--- src/rtl/jtframe_rom_arb_if.sv ---
// Bus between ROM clients / framework and the SDRAM read arbiter.
// master = arbiter side, slave = clients + SDRAM controller side.
interface jtframe_rom_arb_if #(
    parameter int SLOTS = 4,
    parameter int AW    = 22
);
    logic [SLOTS-1:0]    slot_cs;
    logic [SLOTS*AW-1:0] slot_addr;
    logic [SLOTS-1:0]    slot_ok;
    logic [SLOTS*32-1:0] slot_dout;
    logic                downloading;
    logic                loop_rst;
    logic                sdram_req;
    logic                sdram_ack;
    logic                data_rdy;
    logic [21:0]         sdram_addr;
    logic [31:0]         data_read;
    logic                refresh_en;

    modport master (
        input  slot_cs, slot_addr, downloading, loop_rst, sdram_ack, data_rdy, data_read,
        output slot_ok, slot_dout, sdram_req, sdram_addr, refresh_en
    );
    modport slave (
        output slot_cs, slot_addr, downloading, loop_rst, sdram_ack, data_rdy, data_read,
        input  slot_ok, slot_dout, sdram_req, sdram_addr, refresh_en
    );
endinterface

--- src/rtl/jtframe_rom_arb.sv ---
// N-slot SDRAM read arbiter with a one-entry cache per slot, fixed-priority
// or round-robin selection, per-slot 8/32-bit data width and word offsets.
module jtframe_rom_arb #(
    parameter int                  SLOTS     = 4,
    parameter int                  AW        = 22,
    parameter logic [SLOTS-1:0]    DW32_MASK = '0,
    parameter logic [SLOTS*22-1:0] OFFSETS   = '0,
    parameter int                  RR        = 0
)(
    input  logic               clk,
    input  logic               rst_n,
    jtframe_rom_arb_if.master  bus
);
    localparam int SW = SLOTS > 1 ? $clog2(SLOTS) : 1;
    localparam logic [1:0] IDLE = 2'd0, REQ = 2'd1, WAIT = 2'd2;

    logic [1:0]                 state;
    logic [SW-1:0]              sel, last_served, win;
    logic                       found;
    int                         idx;
    logic [AW-1:0]              req_addr;
    logic [21:0]                sdram_addr;
    logic                       sdram_req;
    logic [SLOTS-1:0]           valid, hit, pending;
    logic [SLOTS-1:0][AW-1:0]   addr, cache_addr;
    logic [SLOTS-1:0][31:0]     cache_data;
    logic [SLOTS-1:0][21:0]     word_addr;
    logic [31:0]                fill_data;

    assign addr          = bus.slot_addr;
    assign bus.slot_dout = cache_data;
    assign pending       = bus.slot_cs & ~hit;
    assign bus.slot_ok   = bus.slot_cs & hit;
    assign bus.sdram_req = sdram_req;
    assign bus.sdram_addr = sdram_addr;
    assign bus.refresh_en = bus.downloading | (state == IDLE && pending == '0);

    genvar i;
    generate
        for (i = 0; i < SLOTS; i++) begin : g_slot
            assign hit[i] = valid[i] && cache_addr[i] == addr[i];
            // 32-bit slots address words of two SDRAM half-words; 8-bit slots address bytes
            if (DW32_MASK[i]) begin : g_w32
                assign word_addr[i] = OFFSETS[i*22 +: 22] + 22'({addr[i], 1'b0});
            end else begin : g_w8
                assign word_addr[i] = OFFSETS[i*22 +: 22] + 22'(addr[i][AW-1:1]);
            end
        end
    endgenerate

    // round-robin starts after the last served slot; fixed priority starts at 0
    always_comb begin
        win   = '0;
        found = 1'b0;
        idx   = 0;
        for (int k = 1; k <= SLOTS; k++) begin
            idx = (RR != 0) ? (int'(last_served) + k) % SLOTS : k - 1;
            if (!found && pending[idx]) begin
                win   = SW'(idx);
                found = 1'b1;
            end
        end
    end

    always_comb begin
        fill_data = bus.data_read;
        if (!DW32_MASK[sel])
            fill_data = {24'd0, req_addr[0] ? bus.data_read[15:8] : bus.data_read[7:0]};
    end

    always_ff @(posedge clk) begin
        if (!rst_n) begin
            state       <= IDLE;
            sdram_req   <= 1'b0;
            sdram_addr  <= '0;
            sel         <= '0;
            last_served <= '0;
            req_addr    <= '0;
            valid       <= '0;
            cache_addr  <= '0;
            cache_data  <= '0;
        end else if (bus.downloading) begin
            state     <= IDLE;
            sdram_req <= 1'b0;
            valid     <= '0;
        end else begin
            // a fill landing in the same cycle as loop_rst keeps its entry
            if (bus.loop_rst) valid <= '0;
            case (state)
                IDLE: if (found) begin
                    sel        <= win;
                    sdram_addr <= word_addr[win];
                    req_addr   <= addr[win];
                    sdram_req  <= 1'b1;
                    state      <= REQ;
                end
                REQ: if (bus.sdram_ack) begin
                    sdram_req <= 1'b0;
                    state     <= WAIT;
                end
                WAIT: if (bus.data_rdy) begin
                    valid[sel]      <= 1'b1;
                    cache_addr[sel] <= req_addr;
                    cache_data[sel] <= fill_data;
                    last_served     <= sel;
                    state           <= IDLE;
                end
                default: state <= IDLE;
            endcase
        end
    end
endmodule

--- src/flat_wrapper.sv ---
// flat-port wrapper written by rule: the top's interface ports become plain ports
module jtframe_rom_arb_flat 
#(
    parameter int                  SLOTS     = 4,
    parameter int                  AW        = 22,
    parameter logic [SLOTS-1:0]    DW32_MASK = '0,
    parameter logic [SLOTS*22-1:0] OFFSETS   = '0,
    parameter int                  RR        = 0
)
  (clk, rst_n, bus_slot_cs, bus_slot_addr, bus_downloading, bus_loop_rst, bus_sdram_ack, bus_data_rdy, bus_data_read, bus_slot_ok, bus_slot_dout, bus_sdram_req, bus_sdram_addr, bus_refresh_en);
  jtframe_rom_arb_if #(.SLOTS(SLOTS), .AW(AW)) bus_i ();
  input  logic clk;
  input  logic rst_n;
  input wire logic [$bits(bus_i.slot_cs)-1:0] bus_slot_cs;
  input wire logic [$bits(bus_i.slot_addr)-1:0] bus_slot_addr;
  input wire logic [$bits(bus_i.downloading)-1:0] bus_downloading;
  input wire logic [$bits(bus_i.loop_rst)-1:0] bus_loop_rst;
  input wire logic [$bits(bus_i.sdram_ack)-1:0] bus_sdram_ack;
  input wire logic [$bits(bus_i.data_rdy)-1:0] bus_data_rdy;
  input wire logic [$bits(bus_i.data_read)-1:0] bus_data_read;
  output wire logic [$bits(bus_i.slot_ok)-1:0] bus_slot_ok;
  output wire logic [$bits(bus_i.slot_dout)-1:0] bus_slot_dout;
  output wire logic [$bits(bus_i.sdram_req)-1:0] bus_sdram_req;
  output wire logic [$bits(bus_i.sdram_addr)-1:0] bus_sdram_addr;
  output wire logic [$bits(bus_i.refresh_en)-1:0] bus_refresh_en;
  assign bus_i.slot_cs = bus_slot_cs;
  assign bus_i.slot_addr = bus_slot_addr;
  assign bus_i.downloading = bus_downloading;
  assign bus_i.loop_rst = bus_loop_rst;
  assign bus_i.sdram_ack = bus_sdram_ack;
  assign bus_i.data_rdy = bus_data_rdy;
  assign bus_i.data_read = bus_data_read;
  assign bus_slot_ok = bus_i.slot_ok;
  assign bus_slot_dout = bus_i.slot_dout;
  assign bus_sdram_req = bus_i.sdram_req;
  assign bus_sdram_addr = bus_i.sdram_addr;
  assign bus_refresh_en = bus_i.refresh_en;
  jtframe_rom_arb #(.SLOTS(SLOTS), .AW(AW), .DW32_MASK(DW32_MASK), .OFFSETS(OFFSETS), .RR(RR)) u_core (.clk(clk), .rst_n(rst_n), .bus(bus_i));
endmodule
--- config.mk ---
export PLATFORM = sky130hd
export DESIGN_NAME = jtframe_rom_arb_flat
export DESIGN_NICKNAME = d
export VERILOG_FILES = /design/src/rtl/jtframe_rom_arb_if.sv /design/src/rtl/jtframe_rom_arb.sv /design/src/flat_wrapper.sv
export SDC_FILE = /design/constraint.sdc
export NUM_CORES = 1
export LEC_CHECK = 0
export ABC_AREA = 1
export CORE_UTILIZATION = 35
export DETAILED_ROUTE_END_ITERATION = 6
export PLACE_DENSITY = 0.74
export SLEW_MARGIN = 20
export SYNTH_ARGS = -nofsm -noshare
export SYNTH_HDL_FRONTEND = slang
export SYNTH_SLANG_ARGS = --single-unit
export TNS_END_PERCENT = 20
--- constraint.sdc ---
create_clock -name clk -period 1.55 [get_ports clk]
set_input_delay 0.2325 -clock clk [delete_from_list [all_inputs] [get_ports clk]]
set_output_delay 0.2325 -clock clk [all_outputs]
set_load 0.01 [all_outputs]
==> flow_metrics.env, run 1 <==
export IMPL_outcome="finished, violations left"
export IMPL_violations="setup timing"
export IMPL_grt_max_degree=59
export IMPL_cts_buffers=17
export IMPL_multiInputGateArea_um2=4720
export IMPL_hold_buffers=0
export IMPL_synth_compound_area_share_pct=15.9
export IMPL_layout_area_overhead_vs_synth_pct=52.2
export IMPL_synth_edf_count=0
export IMPL_yosys_area_share_adder_pct=0
export IMPL_hold_viol=0
export IMPL_io_buffer_count=172
export IMPL_worstHoldPathType="in2reg"
export IMPL_max_freq_mhz=425
export IMPL_yosys_area_share_simple_pct=25.2
export IMPL_reg2reg_depth=14
export IMPL_drive_gt1_share_pct=27.9
export IMPL_grt_pass1_wl_mm=49.9
export IMPL_clkLatencyLatePin_ps=440
export IMPL_p_leak_nw=6.40
export IMPL_async_flop_share_pct=0
export IMPL_finalWorstSetupSlack_ps=-805
export IMPL_vias=10000
export IMPL_vias_per_cell=4.98
export IMPL_utilization_pct=54.8
export IMPL_synth_top_area_cell="dfxtp_1"
export IMPL_avgSynthCellArea_um2=6.60
export IMPL_ant_nets=0
export IMPL_grt_overflow=0
export IMPL_netlist_area_leader_share_pct=34.1
export IMPL_drt_initial_drc_count=961
export IMPL_slew_viol_final=0
export IMPL_drcViolationCount=0
export IMPL_required_ps=1320
export IMPL_holdWs_ps=189
export IMPL_r2r_start="u_core.cache_addr[32]"
export IMPL_path_clk_slew_ps=60
export IMPL_timing_rr_end="u_core.req_addr[19]"
export IMPL_gp_congestion=0.972
export IMPL_fin_crit_sh_pct=152
export IMPL_wirelength_mm=34.5
export IMPL_synth_area_leaders="dfxtp_1, buf_4, nand2_1"
export IMPL_clk_path_buf_depth=2
export IMPL_wl_per_cell_um=17.1
export IMPL_setup_viol=32
export IMPL_placed_area_um2=11900
export IMPL_synth_warning_count=0
export IMPL_die_area_um2=26000
export IMPL_fin_nets=1811
export IMPL_num_io_pins=286
export IMPL_place_ws_ps=-1210
export IMPL_ys_flop_type="dfxtp_1"
export IMPL_grt_pass1_vias=9448
export IMPL_tns_ps=-19550
export IMPL_htreeDepth=4
export IMPL_start_util_pct=36.0
export IMPL_fillers=2209
export IMPL_cap_violations=0
export IMPL_clock_sinks=151
export IMPL_antenna_found_initial=1
export IMPL_synthMuxAreaShare_pct=0
export IMPL_design_area_um2=13500
export IMPL_ys_seq_area_share_pct=34.1
export IMPL_grtUsageTotal_pct=25.0
export IMPL_rsz0062_at_grt="true"
export IMPL_cp_end_kind="output port"
export IMPL_min_to="u_core.cache_addr[77]"
export IMPL_root_buffer="clkbuf_16"
export IMPL_critical_path_class="reg2out"
export IMPL_design_core_area_um2=24600
export IMPL_power_density_nw_per_um2=792
export IMPL_hold_start="rst_n"
export IMPL_yosysUniqueCellTypes=30
export IMPL_fp_row_count=57
export IMPL_ys_ff_latch=151
export IMPL_min_period_ps=2350
export IMPL_reg2reg_slack_ps=-760
export IMPL_dpl_hpwl_mm=24.3
export IMPL_critPathArrivalTime_ps=2120
export IMPL_crit_fanout=2
export IMPL_vdd_drop_max_uv=714
export IMPL_synth_xor_area_share_pct=1.98
export IMPL_die_w_um=161
export IMPL_die_h_um=161
export IMPL_finalClockSkew_ps=11.9
export IMPL_synth_top_family_by_area="simple AND/OR/NAND/NOR gates"
export IMPL_synth_cells=1343
export IMPL_firstDrtPassIters=5
export IMPL_holdPathStages=3
export IMPL_regArea_um2=3060
export IMPL_start_kind="register"
export IMPL_synth_cell_area_um2=8860
export IMPL_cts_tree="built"
[timing repair]
action                                  4_1_cts  5_1_grt
buffers inserted                             11       14
endpoints found under the setup margin      100      140
pin swaps                                    27       52
resized for setup                           163      190
gates cloned                                  3        4
[registers in the layout, summed over array words and instances (netlist names)]
name,cells
u_core.valid,4
u_core.bus.sdram_req,1
u_core.bus.sdram_addr,1
u_core.bus.slot_dout,32
u_core.state,2
u_core.sel,2
u_core.cache_addr,88
u_core.req_addr,21
[routing by layer]
layer	part of all wire [%]	up-vias	track usage [%]
met4	6.9	2	14.8
met5	0.038	-	0
met1	37	4548	28.7
li1	-	4714	-
met3	9.7	173	6.11
met2	47	612	41.9
[critical path: stages, from the launching register on]
cell and delay [ps]:
dfxtp_2 330, xor2_2 140, a21oi_2 190, nand2_1 140, nor2_2 160, nand3_2 140
nand2_4 120, nand2_2 80, nor2_4 120, nand2_1 60, nand2_1 90, buf_6 110
[cells by family after synthesis]
group | Yosys count
other | 1
AND/OR/NAND/NOR | 495
flip-flops | 151
AO/OA/AOI/OAI | 274
XOR/XNOR | 20
buffers and inverters | 402
[power breakdown]
group	switching, mW	internal, mW
Combinational	1.26	0.991
Sequential	0.0676	3.95
Clock	1.81	2.60
Total	3.14	7.54
[worst max-delay path by stage]
stage	from	to	slack [ps]	cells after the start
final	u_core.cache_addr[32]	bus_refresh_en	-800	11
after global routing	u_core.cache_addr[40]	bus_refresh_en	-860	12
after CTS	u_core.cache_addr[20]	bus_refresh_en	-690	11
after detailed placement	bus_slot_addr[68]	bus_refresh_en	-1210	14
after global placement	bus_slot_addr[69]	bus_refresh_en	-1190	14
after floorplan	u_core.cache_addr[59]	u_core.req_addr[19]	-70	16
[synthesized netlist by cell type, types with 9 or more instances]
cell type  number
inv_2          21
xnor2_1        12
nand3_2        18
nand3_1       122
buf_4         124
dfxtp_1       151
buf_2          14
nor2_1        105
nand2_1       230
inv_1         199
a21oi_1       130
o21ai_1         9
o21ai_0       110
clkbuf_1       40
o22ai_1        24
[final cells by class]
| type | instances | share of cell area (%) |
|---|---|---|
| Clock inverter | 13 | 1.28 |
| Inverter | 220 | 6.18 |
| Timing Repair Buffer | 404 | 28.6 |
| Sequential cell | 151 | 22.7 |
| Multi-Input combinational cell | 887 | 35.0 |
| Tap cell | 324 | 3.01 |
| Clock buffer | 19 | 3.28 |
| Antenna cell | 1 | 0.0186 |
[cells in the final DEF, fill, tap and decap left out, drive strengths merged, types with 14 or more instances in the layout]
| cell | n |
|---|---|
| dlymetal6s2s | 14 |
| nand3 | 141 |
| a21oi | 131 |
| dlygate4sd2 | 52 |
| inv | 222 |
| o21ai | 119 |
| dfxtp | 151 |
| conb | 97 |
| nor2 | 107 |
| nand2 | 237 |
| clkdlybuf4s50 | 100 |
| clkbuf | 23 |
| buf | 234 |
| o22ai | 24 |
[per-stage QoR]
| stage | total power [mW] | std cells |
|---|---|---|
| detailed placement | 6.04 | 1958 |
| global route | 11.0 | 2018 |
| CTS | 10.5 | 2002 |
| floorplan | 5.20 | 1439 |
| finish | 10.7 | 2019 |
| global placement | 6.02 | 1958 |
Power figures use the tool's default switching activity.
==> run 2, diff against run 1 <==
==> constraint.sdc (replaced) <==
create_clock -name clk -period 2 [get_ports clk]
set_input_delay 0.3 -clock clk [delete_from_list [all_inputs] [get_ports clk]]
set_output_delay 0.3 -clock clk [all_outputs]
set_load 0.01 [all_outputs]
==> run 2 against run 1 <==
- the flow still finishes with violations (setup timing)
- register-to-register slack improved by 510 ps
- core utilization shrank 2.0 points
- via count shrank 2.6%
- worst setup slack better by 480 ps
- clock skew up 2.2 ps
- non-clock buffer count down 19
- sequential cell count did not move
- total power decreased by 26%
- critical endpoint unchanged
==> flow_metrics.env, run 2 (synthesis results as in run 1) <==
export IMPL_outcome="finished, violations left"
export IMPL_violations="setup timing"
export IMPL_clock_sinks=151
export IMPL_drcViolationCount=0
export IMPL_hold_viol=0
export IMPL_power_frac_seq_pct=39.5
export IMPL_hold_start="rst_n"
export IMPL_clkLatencyLatePin_ps=430
export IMPL_grt_max_degree=61
export IMPL_path_clk_slew_ps=60
export IMPL_fp_row_count=57
export IMPL_finalWorstSetupSlack_ps=-321
export IMPL_multiInputGateArea_um2=4540
export IMPL_final_common_cell="nand2_1"
export IMPL_utilization_pct=52.8
export IMPL_gp_congestion=0.986
export IMPL_design_area_um2=13000
export IMPL_regArea_um2=3050
export IMPL_finalClockSkew_ps=14.1
export IMPL_max_flop_register="u_core.cache_addr"
export IMPL_p_comb_share_pct=20.7
export IMPL_critPathArrivalTime_ps=2020
export IMPL_cap_violations=0
export IMPL_grt_pass1_wl_mm=48.2
export IMPL_slowest_stage="clkdlybuf4s50_1"
export IMPL_total_power_mw=7.90
export IMPL_crit_path_max_incr_delay_ps=470
export IMPL_cp_common_cell="nand2_1"
export IMPL_min_to="u_core.cache_addr[85]"
export IMPL_max_freq_mhz=431
export IMPL_antenna_found_initial=3
export IMPL_wl_per_cell_um=16.4
export IMPL_fillers=2271
export IMPL_start_util_pct=36.0
export IMPL_p_int_mw=5.60
export IMPL_crit_path_cell_trace="clkdlybuf4s50_1 > inv_1 > o21ai_1 > nor2_1 > nand2_1 > nor2_2 > nand3_2 > nand2_4 > nand2_4 > nor2_4 > nand2_1 > nand2_1 > buf_6"
export IMPL_reg2reg_slack_ps=-250
export IMPL_start_kind="input port"
export IMPL_rsz0062_at_grt="true"
export IMPL_required_ps=1700
export IMPL_layout_common_cells="nand2_1, inv_1, buf_4"
export IMPL_slew_viol_final=0
export IMPL_wirelength_mm=32.8
export IMPL_die_area_um2=26000
export IMPL_holdPathStages=3
export IMPL_p_leak_nw=5.90
export IMPL_design_core_area_um2=24600
export IMPL_clkPwrFrac_pct=39.8
export IMPL_crit_start="bus_slot_addr[58]"
export IMPL_fin_crit_sh_pct=116
export IMPL_io_buffer_count=172
export IMPL_vias=9787
export IMPL_die_h_um=161
export IMPL_die_w_um=161
export IMPL_cts_buffers=17
export IMPL_timing_rr_end="u_core.req_addr[2]"
export IMPL_grt_overflow=0
export IMPL_vdd_drop_max_uv=652
export IMPL_clk_path_buf_depth=2
export IMPL_drive_gt1_share_pct=25.1
export IMPL_reg2reg_depth=17
export IMPL_root_buffer="clkbuf_16"
export IMPL_grtUsageTotal_pct=24.1
export IMPL_cts_tree="built"
export IMPL_dpl_hpwl_mm=24.2
export IMPL_placed_area_um2=11800
export IMPL_fin_nets=1791
export IMPL_power_density_nw_per_um2=608
export IMPL_layout_area_overhead_vs_synth_pct=46.6
export IMPL_crit_fanout=2
export IMPL_largest_register_ffs=88
export IMPL_drt_initial_drc_count=923
export IMPL_tns_ps=-5560
export IMPL_worstHoldPathType="in2reg"
export IMPL_r2r_start="u_core.cache_addr[63]"
export IMPL_num_io_pins=286
export IMPL_grt_pass1_vias=9087
export IMPL_p_sw_share_pct=29.1
export IMPL_critical_path_class="in2out"
export IMPL_cp_end_kind="output port"
export IMPL_htreeDepth=4
export IMPL_finalNonFillerCells=1999
export IMPL_dp_cells=1953
export IMPL_firstDrtPassIters=5
export IMPL_ant_nets=0
export IMPL_setup_viol=29
export IMPL_switchingPower_mw=2.29
export IMPL_min_period_ps=2320
export IMPL_vias_per_cell=4.90
==> run 2: timing repair <==
item,4_1_cts,5_1_grt
hold buffers,0,0
buffers inserted,5,7
pin swaps,44,37
gates cloned,0,4
resized for setup,98,87
setup endpoints to repair,29,29
==> run 2: final cells by class <==
cell class	instances	share of cell area, %
Sequential cell	151	23.5
Clock inverter	10	0.732
Timing Repair Buffer	385	27.7
Inverter	220	6.36
Antenna cell	1	0.0193
Multi-Input combinational cell	886	35.0
Tap cell	324	3.12
Clock buffer	22	3.65
==> run 2: metal layers <==
metal  routed length [µm]  up-vias  share of wire (%)  track usage, %
met1                12200     4456                 37            27.2
met3                 2950      124                9.0            6.06
met5                   24        -              0.073               0
met2                15800      538                 48            42.0
li1                     -     4665                  -               -
met4                 1790        4                5.5            12.7
==> run 2: worst max-delay path by stage <==
stage / cells after the start / end / slack [ps]
2_1_floorplan: 12 / u_core.req_addr[20] / 360
3_3_place_gp: 12 / bus_refresh_en / -860
3_5_place_dp: 14 / bus_refresh_en / -860
4_1_cts: 11 / bus_refresh_en / -300
5_1_grt: 13 / bus_refresh_en / -380
6_report: 13 / bus_refresh_en / -320
==> run 2: power by group through the flow <==
stage	sequential (mW)	clock (mW)	combinational (mW)
2_1_floorplan	3.18	0	0.845
4_1_cts	3.12	3.17	1.51
6_report	3.12	3.14	1.63
3_5_place_dp	3.18	0	1.49
3_3_place_gp	3.18	0	1.48
5_1_grt	3.12	3.31	1.74
==> run 2: metrics by stage <==
stage / hold slack, ps / setup slack (ps)
6_report: 323 / -321
5_1_grt: 342 / -382
4_1_cts: 316 / -297
3_5_place_dp: 436 / -859
3_3_place_gp: 429 / -856
2_1_floorplan: 431 / 357
==> run 2: worst max-delay path: cells and delay by family <==
kind / cells / cell delay (ps)
and+or+nand+nor: 9 / 960
buffers and inverters: 3 / 680
AOI/OAI and AO/OA: 1 / 60
